**config.mk**
```make
export PLATFORM = sky130hd
export DESIGN_NAME = fetch_unit
export DESIGN_NICKNAME = d
export VERILOG_FILES = /design/src/rtl/fetch_unit.sv
export SDC_FILE = /design/constraint.sdc
export NUM_CORES = 1
export LEC_CHECK = 0
export CORE_ASPECT_RATIO = 0.5
export CORE_UTILIZATION = 44
export CTS_CLUSTER_SIZE = 14
export DETAILED_ROUTE_END_ITERATION = 10
export HOLD_SLACK_MARGIN = 0.06
export PLACE_DENSITY_LB_ADDON = 0.25
export SYNTH_ARGS = -nofsm -noshare
export SYNTH_HDL_FRONTEND = slang
export SYNTH_SLANG_ARGS = --single-unit
```
**constraint.sdc**
```tcl
create_clock -name clk -period 3.85 [get_ports clk]
set_clock_uncertainty 0.2 [all_clocks]
set_input_delay 0.5775 -clock clk [delete_from_list [all_inputs] [get_ports clk]]
set_output_delay 0.5775 -clock clk [all_outputs]
set_load 0.02 [all_outputs]
```
**src/rtl/fetch_unit.sv**
```systemverilog
// Instruction fetch front-end: owns the PC, prefetches into a 2-entry queue and
// arbitrates single load/store accesses onto the shared memory port.
`timescale 1ns/1ps
module fetch_unit #(
  parameter int N        = 16,
  parameter int M        = 1024,
  parameter int RESET_PC = 0
) (
  input  logic         clk,
  input  logic         rst,
  output logic [N-1:0] mem_address,
  output logic [N-1:0] mem_in,
  output logic         mem_write_en,
  input  logic [N-1:0] mem_out,
  input  logic         redirect,
  input  logic [N-1:0] redirect_pc,
  output logic         instr_valid,
  input  logic         instr_ready,
  output logic [N-1:0] instr,
  output logic [N-1:0] instr_pc,
  input  logic         data_req,
  input  logic         data_we,
  input  logic [N-1:0] data_addr,
  input  logic [N-1:0] data_wdata,
  output logic [N-1:0] data_rdata,
  output logic         data_ack
);

  // state      | meaning
  // FETCH      | memory port used for instruction prefetch; accepts data_req
  // DRD        | load address on the port, result captured at end of cycle
  // DWR_SETUP  | store address/data driven, strobe low (setup cycle)
  // DWR_STROBE | write strobe high for exactly one cycle
  // DACK       | strobe low, address/data held (hold cycle); ack pulse out
  typedef enum logic [2:0] {FETCH, DRD, DWR_SETUP, DWR_STROBE, DACK} state_t;

  state_t       state, state_d;
  logic [N-1:0] pc, pc_next, addr_q, wdata_q, rdata_q, fetch_word;
  logic         we_q, wen_q, ack_q;
  logic [N-1:0] q_pc   [2];
  logic [N-1:0] q_word [2];
  logic         rd_ptr, wr_idx;
  logic [1:0]   count;
  logic         push, pop;

  always_ff @(posedge clk) begin
    if (rst) state <= FETCH;
    else     state <= state_d;
  end

  always_comb begin
    state_d     = state;
    mem_address = addr_q;
    case (state)
      FETCH: begin
        mem_address = pc;
        if (data_req) state_d = data_we ? DWR_SETUP : DRD;
      end
      DRD:        state_d = DACK;
      DWR_SETUP:  state_d = DWR_STROBE;
      DWR_STROBE: state_d = DACK;
      DACK:       state_d = FETCH;
      default:    state_d = FETCH;
    endcase
  end

  // Address 0 always reads as zero, both for fetched words and for loads.
  assign fetch_word = (pc == '0) ? '0 : mem_out;
  assign pc_next    = (pc == N'(M - 1)) ? '0 : pc + N'(1);
  assign pop        = (count != 2'd0) && instr_ready;
  assign push       = (state == FETCH) && !data_req && !redirect &&
                      ((count < 2'd2) || pop);
  // With two slots the tail is rd_ptr when empty or full, the other slot otherwise.
  assign wr_idx     = rd_ptr ^ count[0];

  always_ff @(posedge clk) begin
    if (rst) begin
      pc      <= N'(RESET_PC);
      count   <= 2'd0;
      rd_ptr  <= 1'b0;
      addr_q  <= '0;
      wdata_q <= '0;
      we_q    <= 1'b0;
      wen_q   <= 1'b0;
      ack_q   <= 1'b0;
      rdata_q <= '0;
    end else begin
      if (redirect) begin
        pc    <= redirect_pc;
        count <= 2'd0;
      end else begin
        if (push) pc <= pc_next;
        if (pop)  rd_ptr <= ~rd_ptr;
        count <= count + {1'b0, push} - {1'b0, pop};
      end
      if (state == FETCH && data_req) begin
        addr_q  <= data_addr;
        wdata_q <= data_wdata;
        we_q    <= data_we;
      end
      if (state == DRD) rdata_q <= (addr_q == '0) ? '0 : mem_out;
      wen_q <= (state_d == DWR_STROBE);
      ack_q <= (state_d == DACK);
    end
  end

  always_ff @(posedge clk) begin
    if (!rst && push) begin
      q_pc[wr_idx]   <= pc;
      q_word[wr_idx] <= fetch_word;
    end
  end

  assign mem_in       = wdata_q;
  assign mem_write_en = wen_q;
  assign data_ack     = ack_q;
  assign data_rdata   = rdata_q;
  assign instr_valid  = (count != 2'd0);
  assign instr        = q_word[rd_ptr];
  assign instr_pc     = q_pc[rd_ptr];

endmodule

```
==> metrics.cfg, run 1 <==
[sta]
hold-worst-slack_ns = 0.2525
rsz0062_at_grt = false
setup_tns_ns = 0
fin_crit_ns = 3.000
setup_ws_ns = 0.8499
relSlewSlack_pct = 19.81
hold_viol = 0
fmax_mhz = 333.3
worst_pin_slew_ns = 1.198
finalSetupViolations = 0
drv_slew = 0
fin_crit_sh_pct = 77.92

[hold_path]
hold_class = reg -> reg
whs_path_depth = 2

[job]
cap_violations = 0

[floorplan]
die_h_um = 82.85
die_x_um = 163.7
coreArea_um2 = 12700
start_util_pct = 45.29
rows = 29
pin_count = 153
die-area_um2 = 13560

[clocking]
insertion_delay_ns = 0.42
numCtsBuffers = 17
cts_hold_buf = 0
cts_tree = yes
ctsResizeCount = 0
postCtsSetupRepairBufs = 0
clkSlewWorstSetupHoldPaths_ns = 0.06
clockBufferDepth = 2
htreeDepth = 4
clock-root-buffer = clkbuf_16
clock_sinks = 136

[pwr]
swShare_pct = 25.16
max-vdd-ir-drop_mv = 0.2728
pwr-share-comb_pct = 13.3
p_switching_mw = 1.023
p_per_area_nw_per_um2 = 501.6
p_seq_share_pct = 40.5
leakagePower_nw = 2.872
p_int_mw = 3.043
p_clk_share_pct = 46.2
power.total_mw = 4.066

[route]
drt_iter0_drc = 374
dr_total_vias = 4854
post-route-drc-count = 0
routed_wl_mm = 15.08
wl_per_cell_um = 16.84
drtPass1Iterations = 6
viasPerCell = 5.423
antenna_left = 0

[logic_synthesis]
syn_nets = 644
ys_warn_count = 0
ys_seq_area_share_pct = 58.47
synthTopCellsByArea = edfxtp_1, dfxtp_1, nand2_1, mux2_2, a21oi_1
synth_area_um2 = 5752
syn_inst = 570
avgSynthCellArea_um2 = 10.09
synth_edf_count = 64
netlist.top_cell.by_area = edfxtp_1
synth_top_area_share_pct = 33.41
synth-main-ff-cell = dfxtp_1
synthArstFlopShare_pct = 0
ys_ff_latch = 136
yosysUniqueCellTypes = 48

[critical_path]
required_ns = 3.96
cp-start-kind = input pin
ff2ff_path_depth = 9
crit_type = in -> reg
cp.arrival_ns = 3.11
cp-end-kind = flop
path_max_fanout = 7

[final_layout]
drive_above_1_share_pct = 11.72
layout_common_cells = clkdlybuf4s50_1, nand2_1, dfxtp_1
final_cells = 895
syn_to_final_growth_pct = 40.92
post-route-util_pct = 63.82
diodes = 0
fillers = 1035
final_common_cell = clkdlybuf4s50_1
final_area_um2 = 8105
nets = 786

[place]
io_buffers = 152
place_inst = 863
dp_hpwl_mm = 9.927
placed_area_um2 = 7422
routabilityCongestion = 0.8606
dp_slack_ns = 0.4329

[global_route]
grt_overflow = 0
grt_max_degree = 70
grt_pass1_wl_mm = 23.91
first_global_vias = 4701
antenna_found_initial = 0
track_usage_pct = 22.86

[outcome]
outcome = completed

## routing by layer
layer	part of all wire (%)	routed length [um]	track usage [%]	vias up
met5	0	0	0	-
met3	9.4	1414	7.592	29
li1	-	-	-	2302
met4	1.6	240	7.828	0
met2	45	6803	35.67	239
met1	44	6616	29.79	2284
## power by group through the flow
stage          Sequential (mW)  Combinational [mW]  Clock [mW]
3_5_place_dp              1.68               0.539           0
6_report                  1.65               0.540        1.88
4_1_cts                   1.65               0.543        1.91
2_1_floorplan             1.68               0.271           0
3_3_place_gp              1.67               0.534           0
5_1_grt                   1.66               0.583        1.98
## Yosys cell counts (6+ instances only)
| cell | n |
|---|---|
| mux2_2 | 32 |
| nand4_1 | 6 |
| nor4_1 | 12 |
| a21oi_1 | 53 |
| and2_1 | 6 |
| o21ai_0 | 6 |
| nor2b_1 | 14 |
| clkbuf_1 | 32 |
| inv_1 | 7 |
| nand3_1 | 27 |
| nor2_1 | 16 |
| dfxtp_1 | 72 |
| xnor2_1 | 7 |
| nand2_1 | 138 |
| edfxtp_1 | 64 |
| nor3_1 | 9 |
## worst max-delay path: stages
cell             delay (ns)
clkdlybuf4s50_1        0.51
or4_1                  0.71
nor2_1                 0.36
nand2_1                0.11
ha_1                   0.28
inv_1                  0.04
ha_1                   0.17
xor2_1                 0.16
xnor2_1                0.13
nor2_1                 0.06
## flip-flops by register name, summed over array words and instances (netlist names), named ones only
| signal | cells |
|---|---|
| addr_q | 16 |
| count | 2 |
| data_rdata | 16 |
| mem_in | 16 |
| mem_write_en | 1 |
| pc | 16 |
| q_pc | 32 |
| q_word | 32 |
| rd_ptr | 1 |
| state | 3 |
## kinds of logic (layout without fill, tap and decap cells)
kind of cell / Yosys count / count (layout) / synth area share [%]
simple gates: 252 / 252 / 20.62
flops: 136 / 136 / 58.47
compound gates: 89 / 89 / 9.006
buf+inv: 46 / 201 / 3.089
mux: 32 / 32 / 6.265
xor+xnor: 11 / 11 / 1.675
fa+ha+maj: 4 / 4 / 0.8702
## path summary, 6_finish.rpt
| kind | start | end | slack, ns |
|---|---|---|---|
| min reg2reg | data_rdata[12] | data_rdata[12] | 0.25 |
| max reg2reg | state[1] | count[1] | 1.15 |
| max | data_req | count[1] | 0.85 |
| min | data_rdata[12] | data_rdata[12] | 0.25 |
## layout make-up
| cell class | count | area, um2 | share of cell area, % |
|---|---|---|---|
| multi-input cells | 388 | 2228 | 27.49 |
| clock buffers | 18 | 450.4 | 5.557 |
| flip-flops and latches | 136 | 3363 | 41.49 |
| repair buffers | 162 | 1592 | 19.64 |
| well taps | 170 | 212.7 | 2.624 |
| clock inverters | 14 | 232.7 | 2.871 |
| inverters | 7 | 26.28 | 0.3242 |
(Power assumes the default switching activity.)
==> run 2, diff against run 1 <==
--- a/config.mk
+++ b/config.mk
@@ -6,7 +6,7 @@
 export NUM_CORES = 1
 export LEC_CHECK = 0
 export CORE_ASPECT_RATIO = 0.5
-export CORE_UTILIZATION = 44
+export CORE_UTILIZATION = 45
 export CTS_CLUSTER_SIZE = 14
 export DETAILED_ROUTE_END_ITERATION = 10
 export HOLD_SLACK_MARGIN = 0.06
==> constraint.sdc (replaced) <==
create_clock -name clk -period 2.8 [get_ports clk]
set_clock_uncertainty 0.2 [all_clocks]
set_input_delay 0.42 -clock clk [delete_from_list [all_inputs] [get_ports clk]]
set_output_delay 0.42 -clock clk [all_outputs]
set_load 0.02 [all_outputs]
==> run 2 against run 1 <==
Wire length rose by 0.80%. Power rose by 29%. Largest power group is now registers. Combinational power rose by 41%. Utilization rose by 3.0 points. Critical path type is now reg -> out.
==> metrics.cfg, run 2 (same netlist as run 1, synthesis figures left out) <==
[clocking]
clock_sinks = 136  ; unchanged
numCtsBuffers = 17  ; unchanged
clkSlewWorstSetupHoldPaths_ns = 0.06  ; about the same
insertion_delay_ns = 0.42  ; about the same
htreeDepth = 4  ; unchanged
clockBufferDepth = 2  ; unchanged
clock-root-buffer = clkbuf_16
cts_tree = yes
postCtsSetupRepairBufs = 0  ; unchanged

[job]
cap_violations = 0  ; unchanged

[floorplan]
pin_count = 153  ; unchanged
rows = 28  ; -3.4%
coreArea_um2 = 12120  ; -4.6%
die-area_um2 = 13270  ; -2.2%
die_h_um = 81.95  ; -1.1%
start_util_pct = 47.45  ; +2.2 points
die_x_um = 161.9  ; -1.1%

[final_layout]
diodes = 0  ; unchanged
reg.largest.list = q_pc (32), q_word (32)
layout_common_cells = clkdlybuf4s50_1, nand2_1, dfxtp_1
multiInputGateArea_um2 = 2228  ; unchanged
post-route-util_pct = 66.84  ; +3.0 points
final_common_cell = clkdlybuf4s50_1
final_area_um2 = 8102  ; about the same
drive_above_1_share_pct = 12.69  ; +0.96 points
fillers = 969  ; -6.4%
regArea_um2 = 3363  ; unchanged
syn_to_final_growth_pct = 40.85  ; about the same
nets = 794  ; +1.0%

[critical_path]
cp-start-kind = flop
reg2reg_to = count[1]
rr_startpoint = state[1]
crit_chain = buf_12 > mux2_2 > clkdlybuf4s50_1
ff2ff_path_depth = 9  ; unchanged
r2r_setup_slack_ns = 0.42  ; -0.73 ns
required_ns = 2.18  ; -1.78 ns
crit_type = reg -> out
slowest_delay_ns = 0.57  ; -0.14 ns
slowest_stage = clkdlybuf4s50_1
path_max_fanout = 28  ; +21
cp.arrival_ns = 2.09  ; -1.02 ns
cp-end-kind = output port

[global_route]
first_global_vias = 4662  ; -0.83%
grt_max_degree = 70  ; unchanged
antenna_found_initial = 0  ; unchanged
grt_pass1_wl_mm = 23.79  ; -0.49%
grt_overflow = 0  ; unchanged
track_usage_pct = 23.63  ; +0.77 points

[route]
dr_total_vias = 4847  ; -0.14%
viasPerCell = 5.398  ; -0.48%
drtPass1Iterations = 5  ; -1
routed_wl_mm = 15.20  ; +0.80%
post-route-drc-count = 0  ; unchanged
wl_per_cell_um = 16.92  ; +0.47%
antenna_left = 0  ; unchanged
drt_iter0_drc = 397  ; +6.1%

[sta]
setup_tns_ns = 0  ; unchanged
fmax_mhz = 369.3
relSlewSlack_pct = 47.27  ; +27 points
hold-worst-slack_ns = 0.1803  ; -0.07226 ns
worst_pin_slew_ns = 0.7909  ; -0.4074 ns
drv_slew = 0  ; unchanged
fin_crit_ns = 2.708
rsz0062_at_grt = false
finalSetupViolations = 0  ; unchanged
hold_viol = 0  ; unchanged
fin_crit_sh_pct = 96.71

[pwr]
power.total_mw = 5.229  ; +29%
leakagePower_nw = 2.904  ; +1.1%
p_per_area_nw_per_um2 = 645.4  ; +29%
max-vdd-ir-drop_mv = 0.3828  ; +40%

[place]
dp_hpwl_mm = 10.24  ; +3.2%
io_buffers = 152  ; unchanged
placed_area_um2 = 7513  ; +1.2%
routabilityCongestion = 0.8359  ; -2.9%

[outcome]
outcome = completed

[hold_path]
hold_path.startpoint = rst
hold_class = in -> reg
whs_path_depth = 3  ; +1
whs_endpoint = count[1]

## run 2: power breakdown
| group | total, mW | switching, mW | internal, mW |
|---|---|---|---|
| sequential | 2.27 | 0.0875 | 2.18 |
| clock | 2.20 | 0.947 | 1.26 |
| combinational | 0.759 | 0.405 | 0.354 |
| total | 5.23 | 1.44 | 3.79 |
## run 2: final cells by class
cell class              count  share of cell area [%]
well taps                 165                   2.548
clock inverters            15                   1.931
multi-input cells         388                   27.51
clock buffers              17                   5.251
flip-flops and latches    136                   41.51
repair buffers            170                   20.93
inverters                   7                  0.3243
## run 2: what timing repair did
item / CTS / global route
gates cloned: 0 / 0
resized for setup: 1 / 3
hold buffers: 0 / 0
setup endpoints to repair: 1 / 3
pin swaps: 0 / 1
## run 2: metal layers
metal	track usage, %	part of all wire (%)	vias to the layer above
met1	29.38	43	2288
li1	-	-	2317
met4	7.453	1.1	0
met5	0	0	-
met3	8.333	9.7	20
met2	38.93	46	222
## run 2: how the worst max path moves through the flow
stage	start	to	slack, ns	cells past startpoint
5_1_grt	state[0]	mem_address[3]	0.009	4
3_5_place_dp	data_req	count[1]	-0.04	10
6_report	flop	instr[3]	0.09	3
4_1_cts	state[1]	mem_address[1]	0.02	3
2_1_floorplan	state[2]	q_pc[0][0]	0.04	4
3_3_place_gp	data_req	count[1]	0.03	10
## run 2: through the flow
step | instances | setup slack, ns
2_1_floorplan | 570 | 0.03738
3_3_place_gp | 866 | 0.03085
3_5_place_dp | 866 | -0.03734
4_1_cts | 898 | 0.02342
5_1_grt | 898 | 0.008532
6_report | 898 | 0.09206
## run 2: worst max-delay path, delay by kind of cell, from the launching register on
family   cells  cell delay [ns]
mux          1             0.36
buf+inv      2             0.81
flops        1             0.49
